**src/rtl/spart_rx.sv**
```systemverilog
`timescale 1ns/1ps
// -----------------------------------------------------------------------------
// spart_rx -- 8N1 asynchronous serial receiver with a programmable bit period.
//
// A falling edge on the synchronised line starts a frame. The start bit is
// sampled half a bit period later, and the eight data bits (LSB first) and the
// stop bit are sampled one full bit period apart after that. A frame with a
// good stop bit updates rx_data and raises rda. A frame with a bad stop bit
// only raises frame_err.
//
// Ports
//   clk        system clock
//   rst        asynchronous active-low reset
//   rxd        serial line, idle high, asynchronous to clk
//   baud_div   clocks per bit (values below 4 act as 4), latched at frame start
//   clr_rda    one-cycle read acknowledge, clears rda and overrun
//   rx_data    last good received byte
//   rda        receive data available
//   frame_err  sticky: last frame had a stop bit of 0
//   overrun    sticky: good byte completed while rda was still set
//   busy       receiver is inside a frame
//   shift      one-cycle pulse in the clock that precedes each bit sample
// -----------------------------------------------------------------------------
module spart_rx #(
    parameter int unsigned DIV_W = 16
) (
    input  logic             clk,
    input  logic             rst,
    input  logic             rxd,
    input  logic [DIV_W-1:0] baud_div,
    input  logic             clr_rda,
    output logic [7:0]       rx_data,
    output logic             rda,
    output logic             frame_err,
    output logic             overrun,
    output logic             busy,
    output logic             shift
);

    typedef enum logic [1:0] {
        IDLE  = 2'd0,
        START = 2'd1,
        DATA  = 2'd2,
        STOP  = 2'd3
    } state_e;

    state_e           state_q, state_d;

    logic             sync1_q;
    logic             rxd_s_q;
    logic [1:0]       vld_q;
    logic             armed_q, armed_d;
    logic [DIV_W-1:0] div_q, div_d;
    logic [DIV_W-1:0] cnt_q, cnt_d;
    logic [2:0]       bit_q, bit_d;
    logic [7:0]       sh_q, sh_d;
    logic [7:0]       data_q, data_d;
    logic             rda_q, rda_d;
    logic             ferr_q, ferr_d;
    logic             ovr_q, ovr_d;

    logic [DIV_W-1:0] eff_div;
    logic             sample;
    logic             start_det;

    assign eff_div   = (baud_div < DIV_W'(4)) ? DIV_W'(4) : baud_div;
    assign sample    = (state_q != IDLE) && (cnt_q == '0);
    // armed_q only becomes set once the line has really been observed high,
    // so a line held low through reset is not mistaken for a start edge.
    assign start_det = (state_q == IDLE) && armed_q && !rxd_s_q;

    // Two-flop synchroniser. vld_q marks when rxd_s_q carries a real sample
    // rather than its reset value.
    always_ff @(posedge clk or negedge rst) begin
        if (!rst) begin
            sync1_q <= 1'b1;
            rxd_s_q <= 1'b1;
            vld_q   <= '0;
        end else begin
            sync1_q <= rxd;
            rxd_s_q <= sync1_q;
            vld_q   <= {vld_q[0], 1'b1};
        end
    end

    // State register
    always_ff @(posedge clk or negedge rst) begin
        if (!rst) begin
            state_q <= IDLE;
        end else begin
            state_q <= state_d;
        end
    end

    // Next-state logic
    always_comb begin
        state_d = state_q;
        unique case (state_q)
            IDLE:  if (start_det) state_d = START;
            START: if (sample) state_d = rxd_s_q ? IDLE : DATA;
            DATA:  if (sample && (bit_q == 3'd7)) state_d = STOP;
            STOP:  if (sample) state_d = IDLE;
            default: state_d = IDLE;
        endcase
    end

    // Outputs
    always_comb begin
        busy  = (state_q != IDLE);
        shift = sample;
    end

    // Datapath next-state
    always_comb begin
        armed_d = armed_q;
        div_d   = div_q;
        cnt_d   = cnt_q;
        bit_d   = bit_q;
        sh_d    = sh_q;
        data_d  = data_q;
        rda_d   = rda_q;
        ferr_d  = ferr_q;
        ovr_d   = ovr_q;

        if (vld_q[1] && rxd_s_q) begin
            armed_d = 1'b1;
        end

        if (start_det) begin
            armed_d = 1'b0;
            div_d   = eff_div;
            cnt_d   = eff_div >> 1;
        end else if (state_q != IDLE) begin
            if (sample) begin
                cnt_d = div_q - DIV_W'(1);
            end else begin
                cnt_d = cnt_q - DIV_W'(1);
            end
        end

        if (sample && (state_q == START)) begin
            bit_d = '0;
        end

        if (sample && (state_q == DATA)) begin
            sh_d  = {rxd_s_q, sh_q[7:1]};
            bit_d = bit_q + 3'd1;
        end

        if (clr_rda) begin
            rda_d = 1'b0;
            ovr_d = 1'b0;
        end

        // A good byte wins over a coincident clr_rda for rda, while the
        // acknowledge still clears any overrun.
        if (sample && (state_q == STOP)) begin
            if (rxd_s_q) begin
                data_d = sh_q;
                rda_d  = 1'b1;
                ferr_d = 1'b0;
                ovr_d  = !clr_rda && (ovr_q || rda_q);
            end else begin
                ferr_d = 1'b1;
            end
        end
    end

    // Datapath registers
    always_ff @(posedge clk or negedge rst) begin
        if (!rst) begin
            armed_q <= 1'b0;
            div_q   <= '0;
            cnt_q   <= '0;
            bit_q   <= '0;
            sh_q    <= '0;
            data_q  <= '0;
            rda_q   <= 1'b0;
            ferr_q  <= 1'b0;
            ovr_q   <= 1'b0;
        end else begin
            armed_q <= armed_d;
            div_q   <= div_d;
            cnt_q   <= cnt_d;
            bit_q   <= bit_d;
            sh_q    <= sh_d;
            data_q  <= data_d;
            rda_q   <= rda_d;
            ferr_q  <= ferr_d;
            ovr_q   <= ovr_d;
        end
    end

    assign rx_data   = data_q;
    assign rda       = rda_q;
    assign frame_err = ferr_q;
    assign overrun   = ovr_q;

endmodule
```
**config.mk**
```make
export PLATFORM = sky130hd
export DESIGN_NAME = spart_rx
export DESIGN_NICKNAME = d
export VERILOG_FILES = /design/src/rtl/spart_rx.sv
export SDC_FILE = /design/constraint.sdc
export NUM_CORES = 1
export LEC_CHECK = 0
export ABC_AREA = 1
export ABC_CLOCK_PERIOD_IN_PS = 2600
export BUFFER_PORTS_ARGS = -buffer_cell sky130_fd_sc_hd__buf_2
export CAP_MARGIN = 15
export CORE_MARGIN = 4
export CORE_UTILIZATION = 53
export CTS_BUF_LIST = sky130_fd_sc_hd__clkbuf_8
export DETAILED_ROUTE_END_ITERATION = 10
export PLACE_DENSITY = 0.79
export RECOVER_POWER = 25
export SYNTH_ARGS = -nofsm -noshare
export SYNTH_HDL_FRONTEND = slang
export SYNTH_SLANG_ARGS = --single-unit
export TNS_END_PERCENT = 100
```
**constraint.sdc**
```tcl
create_clock -name clk -period 2.6 [get_ports clk]
set_input_delay 0.26 -clock clk [delete_from_list [all_inputs] [get_ports clk]]
set_output_delay 0.26 -clock clk [all_outputs]
set_load 0.02 [all_outputs]
```
==> Word-level counts from Yosys, hierarchy flattened <==
Cells that the tools add are included.
{ "op_classes": {"n_reduce_logical": 20, "order_cmp": 1, "add_sub_neg": 3, "muxes": 21, "eq_ne": 8} }
{ "ops": {"columns": ["op", "count"], "rows": [
  ["$mux W16", 4],
  ["$sub A16 B1 Y16 const B", 2],
  ["$logic_not A16 Y1", 1],
  ["$lt A16 B3 Y1 const B", 1],
  ["$mux W2", 5],
  ["$logic_and A1 B1 Y1", 9],
  ["$mux W1", 9],
  ["$ne A2 B2 Y1 const B", 4],
  ["$pmux W2 S4", 1],
  ["$reduce_bool A2 Y1", 4],
  ["$mux W3", 2],
  ["$eq A2 B2 Y1 const B", 2],
  ["$reduce_and A4 Y1", 1],
  ["$add A3 B1 Y3 const B", 1],
  ["$eq A3 B3 Y1 const B", 1],
  ["$eq A2 B1 Y1 const B", 1],
  ["$logic_not A1 Y1", 2],
  ["$logic_not A2 Y1", 1],
  ["$reduce_and A2 Y1", 1],
  ["$logic_or A1 B1 Y1", 1]
]} }
{ "word_totals": {"word_cells": 66, "input_bits": 20, "output_inout_bits": 13, "regBits": 61} }

==> Longest topological paths before layout <==
{ "depth": {"ltp_word": 5, "depth_mapped": 14} }

==> Least setup slack after synthesis <==
No wires, ideal clock.
{ "synth_timing": {"path_kind": "register -> register", "start": "register cnt_q[0]", "end": "register cnt_q[4]", "t_required_ns": 2.467, "path_stages_with_launch": 13, "path_buffers": 0, "t_arrival_ns": 1.766, "synth_period_minus_slack_ns": 1.898, "path_slack_ns": 0.702, "cell_sequence": "dfrtp_1 nor2_2 nand2_2 nor2_8 nand3_4 nor2_2 nor2_4 ha_1 and2_1 nand2_1 nand2_1 a21oi_1 a21oi_1"} }
{ "synth_between": {"elab_chain_cells": 5, "elab_cells_between_ends": 6, "cone_classes": "add/sub: 1; mux: 3; reduce/logical: 2"} }
{ "synth_lines": {"columns": ["element", "line_no", "text"], "rows": [
  ["start: declaration", "54", "logic [DIV_W-1:0] cnt_q, cnt_d;"],
  ["start signal: assignment", "184", "cnt_q <= cnt_d;"],
  ["parallel branches: the longest is 2 deep, another holds $sub A16 B1 Y16", null, null],
  ["$mux W16 (*)", "134", "if (sample) begin"],
  ["$mux W16 (*)", "133", "end else if (state_q != IDLE) begin"],
  ["$mux W16 (*)", "129", "if (start_det) begin"]
]} }
Every way passes the cells marked *. The select of a mux whose other input is x is not followed.
A chain may end at the register's enable or synchronous reset.

==> Final worst setup path <==
{ "layout_timing": {"start": "register cnt_q[11]", "end": "register cnt_q[6]"} }
{ "layout_between": {"elab_chain_cells": 5} }
{ "layout_lines": {"columns": ["element", "line_no", "text"], "rows": [
  ["$logic_not A16 Y1", "67", "assign sample = (state_q != IDLE) && (cnt_q == '0);"],
  ["$logic_and A1 B1 Y1", "67", null],
  ["$mux W16", "134", null],
  ["$mux W16", "133", null],
  ["$mux W16", "129", null]
]} }
No other way between the ends. The select of a mux whose other input is x is not followed.

==> impl_results.md <==
* Status: finished, final reports clean
* Max-cap violations at 0
* TNS Setup at 0 ns
* Postcts setup bufs at 0
* Rel. slew slack at a little under a fifth
* Starting density of the core at a little over half
* Num ports at 33
* Synthesis Warnings at 0
* Mapped Cells at 406
* Fraction of layout cells with a size suffix above 1 at between 10% and 20%
* WL/cell at ~15 µm
* Critical Path AT at around 2.5 ns
* Worst Setup End Kind: register
* Pin count of the biggest net entering global routing at 26
* Cell count after placement at between 500 and 600
* DIE HEIGHT at between 80 and 90 µm
* Vias in the first global route at between 2k and 3k
* Via/cell ratio at roughly 5.5
* Max IR drop VDD at between 400 and 500 µV
* Primary FF master, synth: dfrtp_1
* Post-Route WL at roughly 8.0 mm
* Worst Hold Class: in -> reg
* Post-Syn Nets at 429
* Num CTS Buffers at 9
* Crit path max fanout at 9
* Final setup skew at 0.007848 ns
* Multi-input combinational cell area at 1515 µm²
* Rows at 28
* Chip width at 86.56 µm
* Mapped Area at between 3000 and 4000 µm²
* Fmax at 451.5 MHz
* Leakage at 1.851 nW
* Initial antenna violation count at 0
* Worst-skew pair later-pin latency at 0.35 ns
* Post-DP Area at 3526 µm²
* Hold violation count in the final report at 0
* Nets at 470
* Post_cts resized at 0
* Longest Clk Path Bufs at 2
* Antenna Nets Post-Route at 0
* Post-route clock period utilization at ~85%
* Placer Congestion at 0.9216
* CTS tree: done
* I/O Buffers at 32
* Total congestion overflow at 0
* H-tree levels at 3
* DR pass1 iterations at 5
* CP max-delay cell: dfrtp_1
* CTS root buffer: clkbuf_8
* Total clock sinks at 61
* Overall Global Routing Usage at between 20% and 30%
* Slew @ Worst Pin at between 1 and 1.5 ns
* Vias at between 2k and 3k
* RSZ-0062 raised after global routing: no
* Reg area at ~1500 µm²
* Reg clk slew, reported paths at ~0.07 ns
* Crit path kind: reg -> reg
* Finish-stage setup viols at 0
* CP max stage delay at about 0.4 ns
* Non-Filler Instances at between 500 and 600
* Hold_ws at roughly 0.069 ns
* Dpl hpwl at just under 6 mm
* CP Data Required Time at between 2 and 3 ns
* DRC marker count from the first detailed-route iteration at between 200 and 250
* CP Cell Sequence: nor2_1 > nand2_2 > nor2_8 > nand3_4 > nor2_2 > nor2_4 > ha_1 > nand3_4 > nor2_2 > xor2_1 > nand2_1 > a21oi_1
* Pwr Density at 849.9 nW/µm²
* Post-synthesis register bit count at approximately 60
* Post-synthesis sequential area ratio at a little under half
* Synth unique cells at 40
* Post-synth EDFFs at 0
* Filler Cells Inserted at between 500 and 600
* DRC at 0
* Area grow syn2layout at 14.96%
* Mean Syn Cell Area at around 8.1 µm²
* Commonest non-fill, non-tap cell in the layout: nand2_1
* Final core utilization at around 63%
* Core footprint at between 5000 and 6000 µm²
* Slew Limit Fails at 0
* CP startpoint kind: register
* Die area at around 7500 µm²
* Min Clock Period, post-route at 2.215 ns
* First-pass GRT wire length at ~13 mm
* Ant diodes at 0
* Most frequent cells in the layout: nand2_1 (110), dfrtp_1 (59), inv_1 (46), nor2_1 (42), nand3_1 (24)
* Asr flop ratio synth at between 90% and 100%
* Fin area at between 3000 and 4000 µm²
critical path, delay by kind of cell (launching register included):
| kind | cells | cell delay, ns |
|---|---|---|
| XOR/XNOR | 1 | 0.12 |
| AND/OR/NAND/NOR | 9 | 1.21 |
| AO/OA/AOI/OAI | 1 | 0.16 |
| adder cells (fa/ha/maj) | 1 | 0.24 |
| flip-flops | 1 | 0.39 |
cell families after synthesis:
group	after synthesis	synth area share (%)
AND/OR/NAND/NOR	219	33.55
XOR/XNOR	1	0.2678
AO/OA/AOI/OAI	61	10.90
multiplexers	1	0.3443
adder cells (fa/ha/maj)	3	1.148
flip-flops	61	46.75
other	1	0.1147
buffers and inverters	59	6.924
area by class of cell:
class                           count  area share [%]
Clock buffer                       10           3.661
Clock inverter                      6           2.329
Inverter                           50           5.058
Multi-Input combinational cell    286           40.30
Sequential cell                    61           40.67
Tap cell                           75           2.496
Timing Repair Buffer               39           5.491
registers in the layout (all words and copies together), names as in the netlist, named ones only:
name       cells
sh_q           8
rxd_s_q        1
cnt_q         16
rda            1
armed_q        1
sync1_q        1
frame_err      1
rx_data        8
bit_q          3
vld_q          2
overrun        1
state_q        1
div_q         16
synthesized netlist by cell type (2+ instances only):
master	instances	area, µm²
nor2_2	6	37.54
nor2_4	4	45.04
a31oi_1	3	18.77
buf_1	2	7.510
a21oi_2	3	26.28
nand3_1	24	120.1
nand2_2	8	50.05
buf_2	2	10.01
a32o_1	2	20.02
o21bai_1	3	22.52
o221ai_1	2	17.52
o21ai_0	18	90.09
nand4_1	8	50.05
nor2_1	42	157.7
ha_1	3	37.54
nand3_4	4	70.07
inv_2	4	15.01
nor4_1	3	18.77
nand2_1	110	412.9
a21oi_1	19	95.09
inv_1	45	168.9
nor2_8	3	60.06
a22oi_1	2	15.01
o21ai_1	7	35.03
dfrtp_1	59	1476
clkbuf_1	5	18.77
dfstp_2	2	52.55
timing repair:
action | CTS | global route
hold buffers | 2 | 0
hold endpoints to repair | 21 | 0
setup endpoints to repair | 0 | 0
layer usage:
layer / up-vias / wire length, µm / GRT usage, %
met1: 1364 / 3573 / 31.60
li1: 1397 / - / -
met3: 21 / 557 / 4.658
met5: - / 0 / 0
met2: 96 / 3662 / 34.98
met4: 0 / 233 / 12.61
through the flow:
stage	total power [mW]	setup slack [ns]
global placement	2.191	0.4598
detailed placement	2.235	0.4325
global route	3.395	0.1680
CTS	3.202	0.4023
floorplan	1.989	0.7016
finish	3.196	0.3850
power breakdown:
group          switching [mW]  leakage [nW]  internal, mW  total, mW
Combinational           0.606         0.991         0.315      0.921
Clock                   0.399         0.110         0.564      0.962
Sequential              0.147         0.751          1.17       1.31
Total                    1.15          1.85          2.04       3.20
worst paths after layout:
kind                                       start                     end  slack [ns]  depth (start not counted)
max                        cnt_q[11]$_DFFE_PN0P_    cnt_q[6]$_DFFE_PN0P_        0.38                         12
min                                      clr_rda       overrun$_DFF_PN0_        0.07                          2
max reg2reg                cnt_q[11]$_DFFE_PN0P_    cnt_q[6]$_DFFE_PN0P_        0.38                         12
min reg2reg                   vld_q[0]$_DFF_PN0_      vld_q[1]$_DFF_PN0_        0.36                          0
max in group asynchronous                    rst    div_q[8]$_DFFE_PN0P_        0.99                          3
min in group asynchronous                    rst  rx_data[1]$_DFFE_PN0P_        0.69                          2
Note: power is estimated with default switching activity, not from simulation.
